### config.mk
export PLATFORM = sky130hd
export DESIGN_NAME = supply_arbiter_2x1_flat
export DESIGN_NICKNAME = d
export VERILOG_FILES = /design/src/rtl/supply_arbiter_2x1_if.sv /design/src/rtl/supply_arbiter_2x1.sv /design/src/flat_wrapper.sv
export SDC_FILE = /design/constraint.sdc
export NUM_CORES = 1
export LEC_CHECK = 0
export CAP_MARGIN = 10
export CORE_AREA = 2 2 39 41
export CTS_CLUSTER_DIAMETER = 200
export DETAILED_ROUTE_END_ITERATION = 7
export DIE_AREA = 0 0 41 43
export GPL_TIMING_DRIVEN = 1
export PLACE_DENSITY_LB_ADDON = 0.05
export SLEW_MARGIN = 20
export SYNTH_ARGS = -nofsm -noshare
export SYNTH_HDL_FRONTEND = slang
export SYNTH_SLANG_ARGS = --single-unit
### constraint.sdc
create_clock -name clock -period 3.5 [get_ports clock]
set_input_delay 0.7 -clock clock [delete_from_list [all_inputs] [get_ports clock]]
set_output_delay 0.7 -clock clock [all_outputs]
set_load 0.1 [all_outputs]
### src/rtl/supply_arbiter_2x1_if.sv
// Request/grant bundle between the irrigation requesters and the supply arbiter.
interface supply_arbiter_2x1_if;
    logic tick;
    logic req_a;
    logic req_b;
    logic grant_a;
    logic grant_b;
    logic selector;
    logic supply_enable;
    logic switching;

    // Requester / timebase side: drives requests and tick, observes grants.
    modport master (
        output tick, req_a, req_b,
        input  grant_a, grant_b, selector, supply_enable, switching
    );

    // Arbiter side.
    modport slave (
        input  tick, req_a, req_b,
        output grant_a, grant_b, selector, supply_enable, switching
    );
endinterface

### src/rtl/supply_arbiter_2x1.sv
// Round-robin arbiter for the shared irrigation supply line. Grants have a
// maximum length (pre-empted only when the other side waits), and every change
// of owner passes through a break-before-make dead time.
module supply_arbiter_2x1 #(
    parameter int unsigned MAX_GRANT_TICKS = 4,
    parameter int unsigned DEAD_TICKS      = 2,
    parameter int unsigned COUNT_WIDTH     = 4
) (
    input logic                  clock,
    input logic                  reset,
    supply_arbiter_2x1_if.slave  bus
);

    typedef enum logic [1:0] {StIdle, StGrantA, StGrantB, StDead} state_e;

    localparam logic [COUNT_WIDTH-1:0] MaxCount  = COUNT_WIDTH'(MAX_GRANT_TICKS);
    localparam logic [COUNT_WIDTH-1:0] DeadCount = COUNT_WIDTH'(DEAD_TICKS);
    localparam logic [COUNT_WIDTH-1:0] CountOne  = COUNT_WIDTH'(1);

    state_e                  state_q, state_d;
    logic [COUNT_WIDTH-1:0]  count_q, count_d;
    logic                    last_a_q, last_a_d;   // 1: A owned last, 0: B owned last
    logic                    grant_a_q, grant_a_d;
    logic                    grant_b_q, grant_b_d;
    logic                    selector_q, selector_d;
    logic                    switching_q, switching_d;
    logic                    own_req, other_req;

    // Next-state and registered-output logic.
    always_comb begin
        state_d     = state_q;
        count_d     = count_q;
        last_a_d    = last_a_q;
        grant_a_d   = grant_a_q;
        grant_b_d   = grant_b_q;
        selector_d  = selector_q;
        switching_d = switching_q;
        own_req     = (state_q == StGrantA) ? bus.req_a : bus.req_b;
        other_req   = (state_q == StGrantA) ? bus.req_b : bus.req_a;

        unique case (state_q)
            StIdle: begin
                // On a tie, the side that did not own the supply last wins.
                if (bus.req_a && (!bus.req_b || !last_a_q)) begin
                    state_d    = StGrantA;
                    grant_a_d  = 1'b1;
                    selector_d = 1'b1;
                    last_a_d   = 1'b1;
                    count_d    = '0;
                end else if (bus.req_b) begin
                    state_d    = StGrantB;
                    grant_b_d  = 1'b1;
                    selector_d = 1'b0;
                    last_a_d   = 1'b0;
                    count_d    = '0;
                end
            end
            StGrantA, StGrantB: begin
                if (!own_req || (count_q == MaxCount && other_req)) begin
                    state_d     = StDead;
                    grant_a_d   = 1'b0;
                    grant_b_d   = 1'b0;
                    switching_d = 1'b1;
                    count_d     = '0;
                end else if (bus.tick && count_q < MaxCount) begin
                    count_d = count_q + CountOne;
                end
            end
            StDead: begin
                // Requests are ignored here; only the dead-time count matters.
                if (count_q == DeadCount) begin
                    state_d     = StIdle;
                    switching_d = 1'b0;
                    count_d     = '0;
                end else if (bus.tick) begin
                    count_d = count_q + CountOne;
                end
            end
            default: begin
                state_d = StIdle;
            end
        endcase
    end

    // State and output registers; reset clears everything immediately.
    always_ff @(posedge clock or posedge reset) begin
        if (reset) begin
            state_q     <= StIdle;
            count_q     <= '0;
            last_a_q    <= 1'b0;
            grant_a_q   <= 1'b0;
            grant_b_q   <= 1'b0;
            selector_q  <= 1'b0;
            switching_q <= 1'b0;
        end else begin
            state_q     <= state_d;
            count_q     <= count_d;
            last_a_q    <= last_a_d;
            grant_a_q   <= grant_a_d;
            grant_b_q   <= grant_b_d;
            selector_q  <= selector_d;
            switching_q <= switching_d;
        end
    end

    assign bus.grant_a       = grant_a_q;
    assign bus.grant_b       = grant_b_q;
    assign bus.selector      = selector_q;
    assign bus.switching     = switching_q;
    assign bus.supply_enable = grant_a_q | grant_b_q;

endmodule

### src/flat_wrapper.sv
// flat-port wrapper written by rule: the top's interface ports become plain ports
module supply_arbiter_2x1_flat 
#(
    parameter int unsigned MAX_GRANT_TICKS = 4,
    parameter int unsigned DEAD_TICKS      = 2,
    parameter int unsigned COUNT_WIDTH     = 4
)
  (clock, reset, bus_tick, bus_req_a, bus_req_b, bus_grant_a, bus_grant_b, bus_selector, bus_supply_enable, bus_switching);
  supply_arbiter_2x1_if bus_i ();
  input logic clock;
  input logic reset;
  input wire logic [$bits(bus_i.tick)-1:0] bus_tick;
  input wire logic [$bits(bus_i.req_a)-1:0] bus_req_a;
  input wire logic [$bits(bus_i.req_b)-1:0] bus_req_b;
  output wire logic [$bits(bus_i.grant_a)-1:0] bus_grant_a;
  output wire logic [$bits(bus_i.grant_b)-1:0] bus_grant_b;
  output wire logic [$bits(bus_i.selector)-1:0] bus_selector;
  output wire logic [$bits(bus_i.supply_enable)-1:0] bus_supply_enable;
  output wire logic [$bits(bus_i.switching)-1:0] bus_switching;
  assign bus_i.tick = bus_tick;
  assign bus_i.req_a = bus_req_a;
  assign bus_i.req_b = bus_req_b;
  assign bus_grant_a = bus_i.grant_a;
  assign bus_grant_b = bus_i.grant_b;
  assign bus_selector = bus_i.selector;
  assign bus_supply_enable = bus_i.supply_enable;
  assign bus_switching = bus_i.switching;
  supply_arbiter_2x1 #(.MAX_GRANT_TICKS(MAX_GRANT_TICKS), .DEAD_TICKS(DEAD_TICKS), .COUNT_WIDTH(COUNT_WIDTH)) u_core (.clock(clock), .reset(reset), .bus(bus_i));
endmodule
==> impl_metrics.yaml <==
floorplan:
  initial_utilization_pct: 49.3
  dieWidth_um: 41
  die_y_um: 43
  ioPinCount: 10
  die_area_um2: 1760
  rows: 14
  core_um2: 1380
synthesis:
  synth_seq_cells: 10
  yosys.area.top_type: "dfrtp_1"
  yosysUniqueCellTypes: 23
  yosysSeqAreaShare_pct: 36.7
  synth_common_cells: "nand2_1 (11), dfrtp_1 (10), inv_1 (10), ha_1 (8)"
  synth-edff-count: 0
  synth.most_common_cell: "nand2_1"
  synth_warnings: 0
  avgSynthCellArea_um2: 9.34
  syn_nets: 86
  synth_cells: 73
  netlist.area_leader.share_pct: 36.7
  synthFlopType: "dfrtp_1"
  synth.area.top_cells: "dfrtp_1 (37%), ha_1 (15%), mux2_2 (6.6%)"
  async_reset_ff_share_pct: 100
  syn-cell-area_um2: 682
place:
  hpwlAfterDp_um: 950
  place.gp.congestion: 0.811
  io_buffers: 9
route:
  drtIter0Drc: 10
  postRouteAntennaNets: 0
  viasPerCell: 5.45
  drt_wl_total_um: 1210
  remaining_drc_errors: 0
  detail_route.wl_per_cell_um: 12.0
  drt-pass1-iter-count: 4
  vias: 550
clock_network:
  cts_hold_buf: 0
  clk_pin_slew_ns: 0.06
  insertion_delay_ns: 0.26
  cts_tree: "yes"
  cts_buffer_depth: 2
  cts.sinks: 10
  post_cts_buffers: 0
  h-tree-depth: 1
  root_buffer: "clkbuf_4"
  numCtsBuffers: 3
  cts_resized: 0
sta:
  tightest_slew_ns: 0.973
  fmax_mhz: 383
  rsz0062_at_grt: "no"
  drv_slew: 0
  post-route-min-period_ns: 2.61
  hold_viol_final: 0
  setup_viol: 0
  slew_headroom_pct: 34.9
  clock_skew_ns: 0.00114
  timing.final.crit_share_pct: 74.7
  tns_ns: 0
worst_setup_path:
  worstPathRequired_ns: 2.80
  crit_type: "flop to output pin"
  r2r_end: "u_core.count_q[3]$_DFFE_PP0P_"
  rrSetupSlack_ns: 1.56
  worstRegToRegCells: 7
  crit_end: "bus_supply_enable"
  crit_fanout: 3
  r2r-start: "u_core.count_q[0]$_DFFE_PP0P_"
  crit_start: "u_core.bus.grant_a$_DFFE_PP0P_"
  crit_path_end_kind: "output pin"
  cp.arrival_ns: 1.91
  start_kind: "flop"
layout:
  nets: 100
  area_growth_pct: 19.4
  drive_gt1_share_pct: 14.1
  n_antenna_cell: 0
grt:
  grt_start_max_net_pins: 11
  grt_pass1_vias: 524
  grt_overflow: 0
  antenna_found_initial: 0
  grt_usage_pct: 18.7
  grt_pass1_wl_um: 2210
outcome:
  status: "finished clean"
job:
  cap_violations: 0
min_path:
  min_path_type: "flop to flop"
## logic make-up after synthesis
kind of cell	share of synthesized area, %
AO/OA/AOI/OAI	19.8
buffers and inverters	5.51
multiplexers	8.07
AND/OR/NAND/NOR	15.2
flip-flops	36.7
adder cells (fa/ha/maj)	14.7
## worst max-delay path, cell delays in order, from the launching register on
cell	delay, ns
dfrtp_1	0.39
or2_2	0.29
clkdlybuf4s50_1	0.96
## sequential cells by signal (all words and copies together), names as in the netlist
name	flops
u_core.count_q	4
u_core.state_q	2
u_core.bus.grant_a	1
u_core.bus.grant_b	1
u_core.bus.selector	1
u_core.bus.switching	1
## placed cells by master, fill, tap and decap left out, drive strengths merged, types with 2 or more instances in the layout
master	netlist	layout
nand3	4	4
o21ai	6	6
ha	8	8
inv	10	10
nand2b	2	2
o311ai	2	2
dfrtp	10	10
clkbuf	0	3
clkdlybuf4s50	0	9
nand2	11	11
nor2	2	2
a21oi	5	5
mux2	4	4
## layer usage
metal  track usage, %  part of all wire (%)  vias to the layer above
li1                 -                     -                      276
met3             3.14                   4.6                        4
met2             26.6                    45                       14
met5                0                     0                        -
met1             26.2                    49                      256
met4             10.0                   1.4                        0
## worst min path at each step
| stage | cells past startpoint | from | slack (ns) | to |
|---|---|---|---|---|
| floorplan | 1 | u_core.count_q[0]$_DFFE_PP0P_ | 0.51 | u_core.count_q[0]$_DFFE_PP0P_ |
| detailed placement | 1 | u_core.bus.selector$_DFFE_PP0P_ | 0.50 | u_core.bus.selector$_DFFE_PP0P_ |
| global placement | 2 | u_core.bus.switching$_DFFE_PP0P_ | 0.49 | u_core.bus.switching$_DFFE_PP0P_ |
| CTS | 1 | u_core.bus.selector$_DFFE_PP0P_ | 0.51 | u_core.bus.selector$_DFFE_PP0P_ |
| global route | 1 | u_core.bus.grant_b$_DFFE_PP0P_ | 0.55 | u_core.bus.grant_b$_DFFE_PP0P_ |
| finish | 2 | u_core.bus.switching$_DFFE_PP0P_ | 0.51 | u_core.bus.switching$_DFFE_PP0P_ |
## per-stage QoR
stage | std cells | util (%) | instance area, um2 | hold WS, ns | setup WS [ns]
6_report | 101 | 58.9 | 815 | 0.515 | 0.886
5_1_grt | 101 | 58.9 | 815 | 0.555 | 0.830
4_1_cts | 101 | 58.9 | 815 | 0.515 | 0.878
3_5_place_dp | 98 | 57.2 | 792 | 0.501 | 1.05
3_3_place_gp | 98 | 57.2 | 792 | 0.489 | 1.04
2_1_floorplan | 73 | - | 682 | 0.505 | 1.31
## final cells by class
type                    count  area [um2]
fillers                   136         569
well taps                  16        20.0
clock buffers               3        22.5
multi-input cells          53         394
repair buffers              9        90.1
inverters                  10        37.5
flip-flops and latches     10         250
Power is left out: the tool's default activity adds up to more than one toggle a clock period on the data nets, which glitch-free logic cannot reach.
==> patch 1, RTL diff (same settings) <==
`COUNT_WIDTH` is set to 4 in 2 places; all go to 6.
--- a/src/rtl/supply_arbiter_2x1.sv
+++ b/src/rtl/supply_arbiter_2x1.sv
@@ -4,7 +4,7 @@
 module supply_arbiter_2x1 #(
     parameter int unsigned MAX_GRANT_TICKS = 4,
     parameter int unsigned DEAD_TICKS      = 2,
-    parameter int unsigned COUNT_WIDTH     = 4
+    parameter int unsigned COUNT_WIDTH     = 6
 ) (
     input logic                  clock,
     input logic                  reset,
--- a/src/flat_wrapper.sv
+++ b/src/flat_wrapper.sv
@@ -3,7 +3,7 @@
 #(
     parameter int unsigned MAX_GRANT_TICKS = 4,
     parameter int unsigned DEAD_TICKS      = 2,
-    parameter int unsigned COUNT_WIDTH     = 4
+    parameter int unsigned COUNT_WIDTH     = 6
 )
   (clock, reset, bus_tick, bus_req_a, bus_req_b, bus_grant_a, bus_grant_b, bus_selector, bus_supply_enable, bus_switching);
   supply_arbiter_2x1_if bus_i ();
Formal check against the unedited RTL: same outputs for any inputs over 10 cycles, from zero or initial values and one cycle with reset high; that may be too few to reach the edited logic, so the function may still have changed.
==> patch 1 against the original RTL <==
- setup slack better by 0.0031 ns
- utilization is 12 points higher
- sequential cell count is 2 higher
- count of clock-buffer cells in the layout is 1 higher
- critical path depth stayed put
- maximum frequency is 0.12% higher
- design area is 20% higher
- via count is 22% higher
- area after synthesis is 23% higher
- die area stayed put
- wire length is 35% higher
- final cell count is 14% higher
- critical path type unchanged
- largest cell class unchanged
Power is left out: the tool's default activity adds up to more than one toggle a clock period on the data nets, which glitch-free logic cannot reach.
==> patch 1: results (changes against the original RTL) <==
| Group | Item | Reported | vs unedited |
|---|---|---|---|
| global route | Global route overflow | 0 | unchanged |
| drt | Length of routed wiring on met1 | 849 um | +43% |
| timing | Actual slew at the worst max-slew pin | 0.964 ns | -0.00922 ns |
| logic synthesis | Sequential cell area fraction in the yosys report | 35.7% | -1.0 points |
| placement | Placed cell area | 943 sq um | +19% |
| logic synthesis | Share of cell area taken by muxes after synthesis | 6.98% | -1.1 points |
| clocking | TritonCTS Buffers | 3 | unchanged |
| layout | Biggest registers after layout | u_core.count_q (6), u_core.state_q (2) |  |
| layout | Layout net count | 112 | +12% |
| global route | Combined global-route utilization of all metal layers | 22.6% | +3.9 points |
| logic synthesis | Most numerous cell types in the synthesized netlist | sky130_fd_sc_hd__dfrtp_1 (12), sky130_fd_sc_hd__inv_1 (8), sky130_fd_sc_hd__ha_1 (7), sky130_fd_sc_hd__o21ai_0 (6) |  |
| setup path | End of the worst register-to-register path | u_core.count_q[2] |  |
| placement | Global placement routability congestion | 0.831 | +2.6% |
| global route | Vias in the first global route | 576 | +9.9% |
| drt | Met2 wire len | 703 um | +29% |
| logic synthesis | Net count after synthesis | 100 | +16% |
| logic synthesis | Most area-consuming cells after synthesis | sky130_fd_sc_hd__dfrtp_1 (36%), sky130_fd_sc_hd__ha_1 (10%), sky130_fd_sc_hd__a22o_1 (4.2%), sky130_fd_sc_hd__mux2_2 (4.0%), sky130_fd_sc_hd__o21ai_0 (3.6%) |  |
| drt | Wirelength per Cell | 14.2 um | +19% |
| layout | Ratio of cells with drive above 1 in the final layout | 18.2% | +4.1 points |
| setup path | R2R Path Start | u_core.state_q[1] |  |
| timing | Setup clock skew after layout | 0.00526 ns | +0.00411 ns |
| min path | Worst Hold Path EP | u_core.bus.switching |  |
| logic synthesis | Share of synthesized cell area in full adder, half adder and majority cells | 10.4% | -4.3 points |
| drt | Met3 WL | 43 um | -23% |
| global route | First-pass GRT wire length | 2640 um | +19% |
| drt | Avg Vias per Cell | 5.85 | +7.5% |
| clocking | Source-to-sink clock delay at the later pin of the worst-skew pair | 0.28 ns | +0.02 ns |
| clocking | Worst-path clk slew | 0.08 ns | +0.02 ns |
| global route | Met3 global-route usage | 3.14% | unchanged |
| status | Run status | finished clean |  |
| setup path | Cell with the biggest individual delay on the critical path | sky130_fd_sc_hd__clkdlybuf4s50_1 |  |
| global route | Largest net degree at the start of global routing | 14 | +3 |
| drt | Initial DRC count | 5 | -5 |
| global route | GR Util met2 | 30.0% | +3.4 points |
| global route | Met1 routing resource usage after global routing | 33.3% | +7.2 points |
| placement | Half-perimeter wire length of the detailed placement result | 1160 um | +22% |
==> patch 1: stage by stage <==
step                instances  hold slack [ns]  setup WS (ns)
floorplan                  88            0.514           1.31
global placement          111            0.498           1.07
detailed placement        111            0.513           1.05
CTS                       115            0.532          0.878
global route              115            0.565          0.842
finish                    115            0.519          0.889
==> patch 1: layout make-up <==
cell class,count,area (sq um)
Multi-Input combinational cell,66,503
Fill cell,110,404
Sequential cell,12,300
Timing Repair Buffer,9,90.1
Clock buffer,4,36.3
Inverter,8,30.0
Tap cell,16,20.0
==> patch 1: kinds of logic (layout without fill, tap and decap cells) <==
group / after synthesis / after routing
AO/OA/AOI/OAI: 28 / 28
AND/OR/NAND/NOR: 26 / 26
flip-flops: 12 / 12
buffers and inverters: 10 / 21
adder cells (fa/ha/maj): 7 / 7
multiplexers: 5 / 5
==> patch 1: worst min-delay path: stages (launching register included) <==
cell and delay (ns):
sky130_fd_sc_hd__dfrtp_1 0.35, sky130_fd_sc_hd__o21ai_0 0.08, sky130_fd_sc_hd__o31ai_1 0.06
==> patch 2, RTL diff (config.mk and constraints unchanged) <==
Without the edit above. Re-encode `state_e` (4 states) as Gray code, 2 bits wide.
--- a/src/rtl/supply_arbiter_2x1.sv
+++ b/src/rtl/supply_arbiter_2x1.sv
@@ -11,7 +11,7 @@
     supply_arbiter_2x1_if.slave  bus
 );
 
-    typedef enum logic [1:0] {StIdle, StGrantA, StGrantB, StDead} state_e;
+    typedef enum logic [1:0] {StIdle = 2'b00, StGrantA = 2'b01, StGrantB = 2'b11, StDead = 2'b10} state_e;
 
     localparam logic [COUNT_WIDTH-1:0] MaxCount  = COUNT_WIDTH'(MAX_GRANT_TICKS);
     localparam logic [COUNT_WIDTH-1:0] DeadCount = COUNT_WIDTH'(DEAD_TICKS);
Formal check against the unedited RTL: no difference found for any inputs over 10 cycles, from zero or initial values and one cycle with reset high; not proved beyond that.
==> patch 2 against the original RTL <==
- setup slack better by 0.0023 ns
- area after synthesis is 4.8% lower
- register-to-register slack better by 0.11 ns
- design area is 4.1% lower
- sequential cell count stayed put
- wire length is 13% higher
- synthesized cell count stayed put
- global-route usage is 1.2 points higher
Power is left out: the tool's default activity adds up to more than one toggle a clock period on the data nets, which glitch-free logic cannot reach.
==> patch 2: results (changes against the original RTL) <==
| Group | Item | Reported | vs unedited |
|---|---|---|---|
| status | Run status | finished clean |  |
| drt | Initial DRC count | 11 | +1 |
| logic synthesis | Most area-consuming cells after synthesis | sky130_fd_sc_hd__dfrtp_1 (39%), sky130_fd_sc_hd__a21oi_1 (6.9%), sky130_fd_sc_hd__ha_1 (5.8%), sky130_fd_sc_hd__inv_1 (4.0%), sky130_fd_sc_hd__nor2_1 (4.0%) |  |
| global route | Combined global-route utilization of all metal layers | 19.9% | +1.2 points |
| global route | Met1 routing resource usage after global routing | 26.8% | +0.69 points |
| timing | Setup clock skew after layout | 0.00407 ns | +0.00293 ns |
| drt | Length of routed wiring on met1 | 624 um | +5.4% |
| layout | Ratio of cells with drive above 1 in the final layout | 11.9% | -2.2 points |
| layout | Layout non-clock buf frac | 11.5% | +0.48 points |
| layout | Total area of multi-input combinational cells | 358 sq um | -9.2% |
| placement | IO buf count | 9 | unchanged |
| setup path | Largest fanout on the critical path | 3 | unchanged |
| drt | Met2 wire len | 670 um | +23% |
| logic synthesis | Net count after synthesis | 81 | -5.8% |
| layout | Clock buffer instance count of the final layout | 4 | +1 |
| timing | Slew HR | 35.8% | +0.86 points |
| setup path | Arrival @ worst endpoint | 1.91 ns | about the same |
| drt | Wirelength per Cell | 13.7 um | +14% |
| drt | Avg Vias per Cell | 5.94 | +9.1% |
| setup path | Crit path from | u_core.bus.grant_a |  |
| timing | Period Utilization, post-route | 74.6% | about the same |
| drt | Met3 WL | 58 um | +3.6% |
| global route | Largest net degree at the start of global routing | 13 | +2 |
| clocking | Clock buffer depth | 2 | unchanged |
| setup path | Depth of the worst register-to-register path | 6 | -1 |
| global route | Vias in the first global route | 555 | +5.9% |
| layout | Biggest registers after layout | u_core.count_q (4), u_core.state_q (2) |  |
| logic synthesis | Number of distinct library cells after synthesis | 32 | +39% |
| placement | Setup slack after placement | 1.08 ns | +0.0284 ns |
| layout | Nonclk inv count | 7 | -3 |
| global route | GR Util met2 | 31.6% | +5.0 points |
| logic synthesis | Most numerous cell types in the synthesized netlist | sky130_fd_sc_hd__dfrtp_1 (10), sky130_fd_sc_hd__a21oi_1 (9), sky130_fd_sc_hd__inv_1 (7), sky130_fd_sc_hd__nor2_1 (7), sky130_fd_sc_hd__nand2_1 (5) |  |
| placement | Half-perimeter wire length of the detailed placement result | 1040 um | +9.7% |
| placement | Global placement routability congestion | 0.721 | -11% |
| clocking | TritonCTS Buffers | 3 | unchanged |
| setup path | Internal reg-to-reg setup slack | 1.67 ns | +0.11 ns |
| layout | Portion of the layout cell area used by clock cells | 4.65% | +1.9 points |
| layout | Layout net count | 93 | -7.0% |
| setup path | End of the worst register-to-register path | u_core.count_q[1] |  |
| global route | First-pass GRT wire length | 2420 um | +9.1% |
| logic synthesis | Sequential cell area fraction in the yosys report | 38.5% | +1.8 points |
| layout | Sequential cell count of the final layout | 10 | unchanged |
| logic synthesis | Synth Warn # | 0 | unchanged |
| layout | Multi-input combinational cell count | 54 | +1.9% |
| layout | Number of inserted filler cells in the final layout | 130 | -4.4% |
[patch 2: cell count changes after synthesis, moves of 4 or more]
cell / change
sky130_fd_sc_hd__nand2_1: -6
sky130_fd_sc_hd__nor2_1: +5
sky130_fd_sc_hd__a21oi_1: +4
sky130_fd_sc_hd__mux2_2: -4
sky130_fd_sc_hd__ha_1: -5
[patch 2: worst reg2reg max path, stage by stage, from the launching register on]
cell and delay (ns):
sky130_fd_sc_hd__dfrtp_1 0.43, sky130_fd_sc_hd__inv_1 0.10, sky130_fd_sc_hd__ha_1 0.20, sky130_fd_sc_hd__nand4b_2 0.15, sky130_fd_sc_hd__o221ai_2 0.47, sky130_fd_sc_hd__nand3_2 0.12, sky130_fd_sc_hd__a32o_1 0.26
[patch 2: metrics by stage]
step | instance area (sq um) | util [%] | instances
after floorplan | 649 | - | 73
after global placement | 744 | 53.8 | 96
after detailed placement | 744 | 53.8 | 96
after CTS | 781 | 56.4 | 100
after global routing | 781 | 56.4 | 100
final | 781 | 56.4 | 100
[patch 2: worst min path at each step]
| stage | startpoint | end | slack, ns | cells past startpoint |
|---|---|---|---|---|
| 3_3_place_gp | u_core.bus.switching | u_core.bus.switching | 0.50 | 1 |
| 5_1_grt | u_core.bus.selector | u_core.bus.selector | 0.56 | 1 |
| 2_1_floorplan | reset | u_core.bus.grant_a | 0.54 | 1 |
| 4_1_cts | u_core.bus.selector | u_core.bus.selector | 0.53 | 1 |
| 6_report | u_core.bus.selector | u_core.bus.selector | 0.53 | 1 |
| 3_5_place_dp | u_core.bus.selector | u_core.bus.selector | 0.52 | 1 |
[patch 2: kinds of logic after synthesis]
logic type,Yosys count,synth area share [%]
AND/OR/NAND/NOR,26,22.7
AO/OA/AOI/OAI,25,26.6
flip-flops,10,38.5
adder cells (fa/ha/maj),3,5.78
buffers and inverters,9,6.36
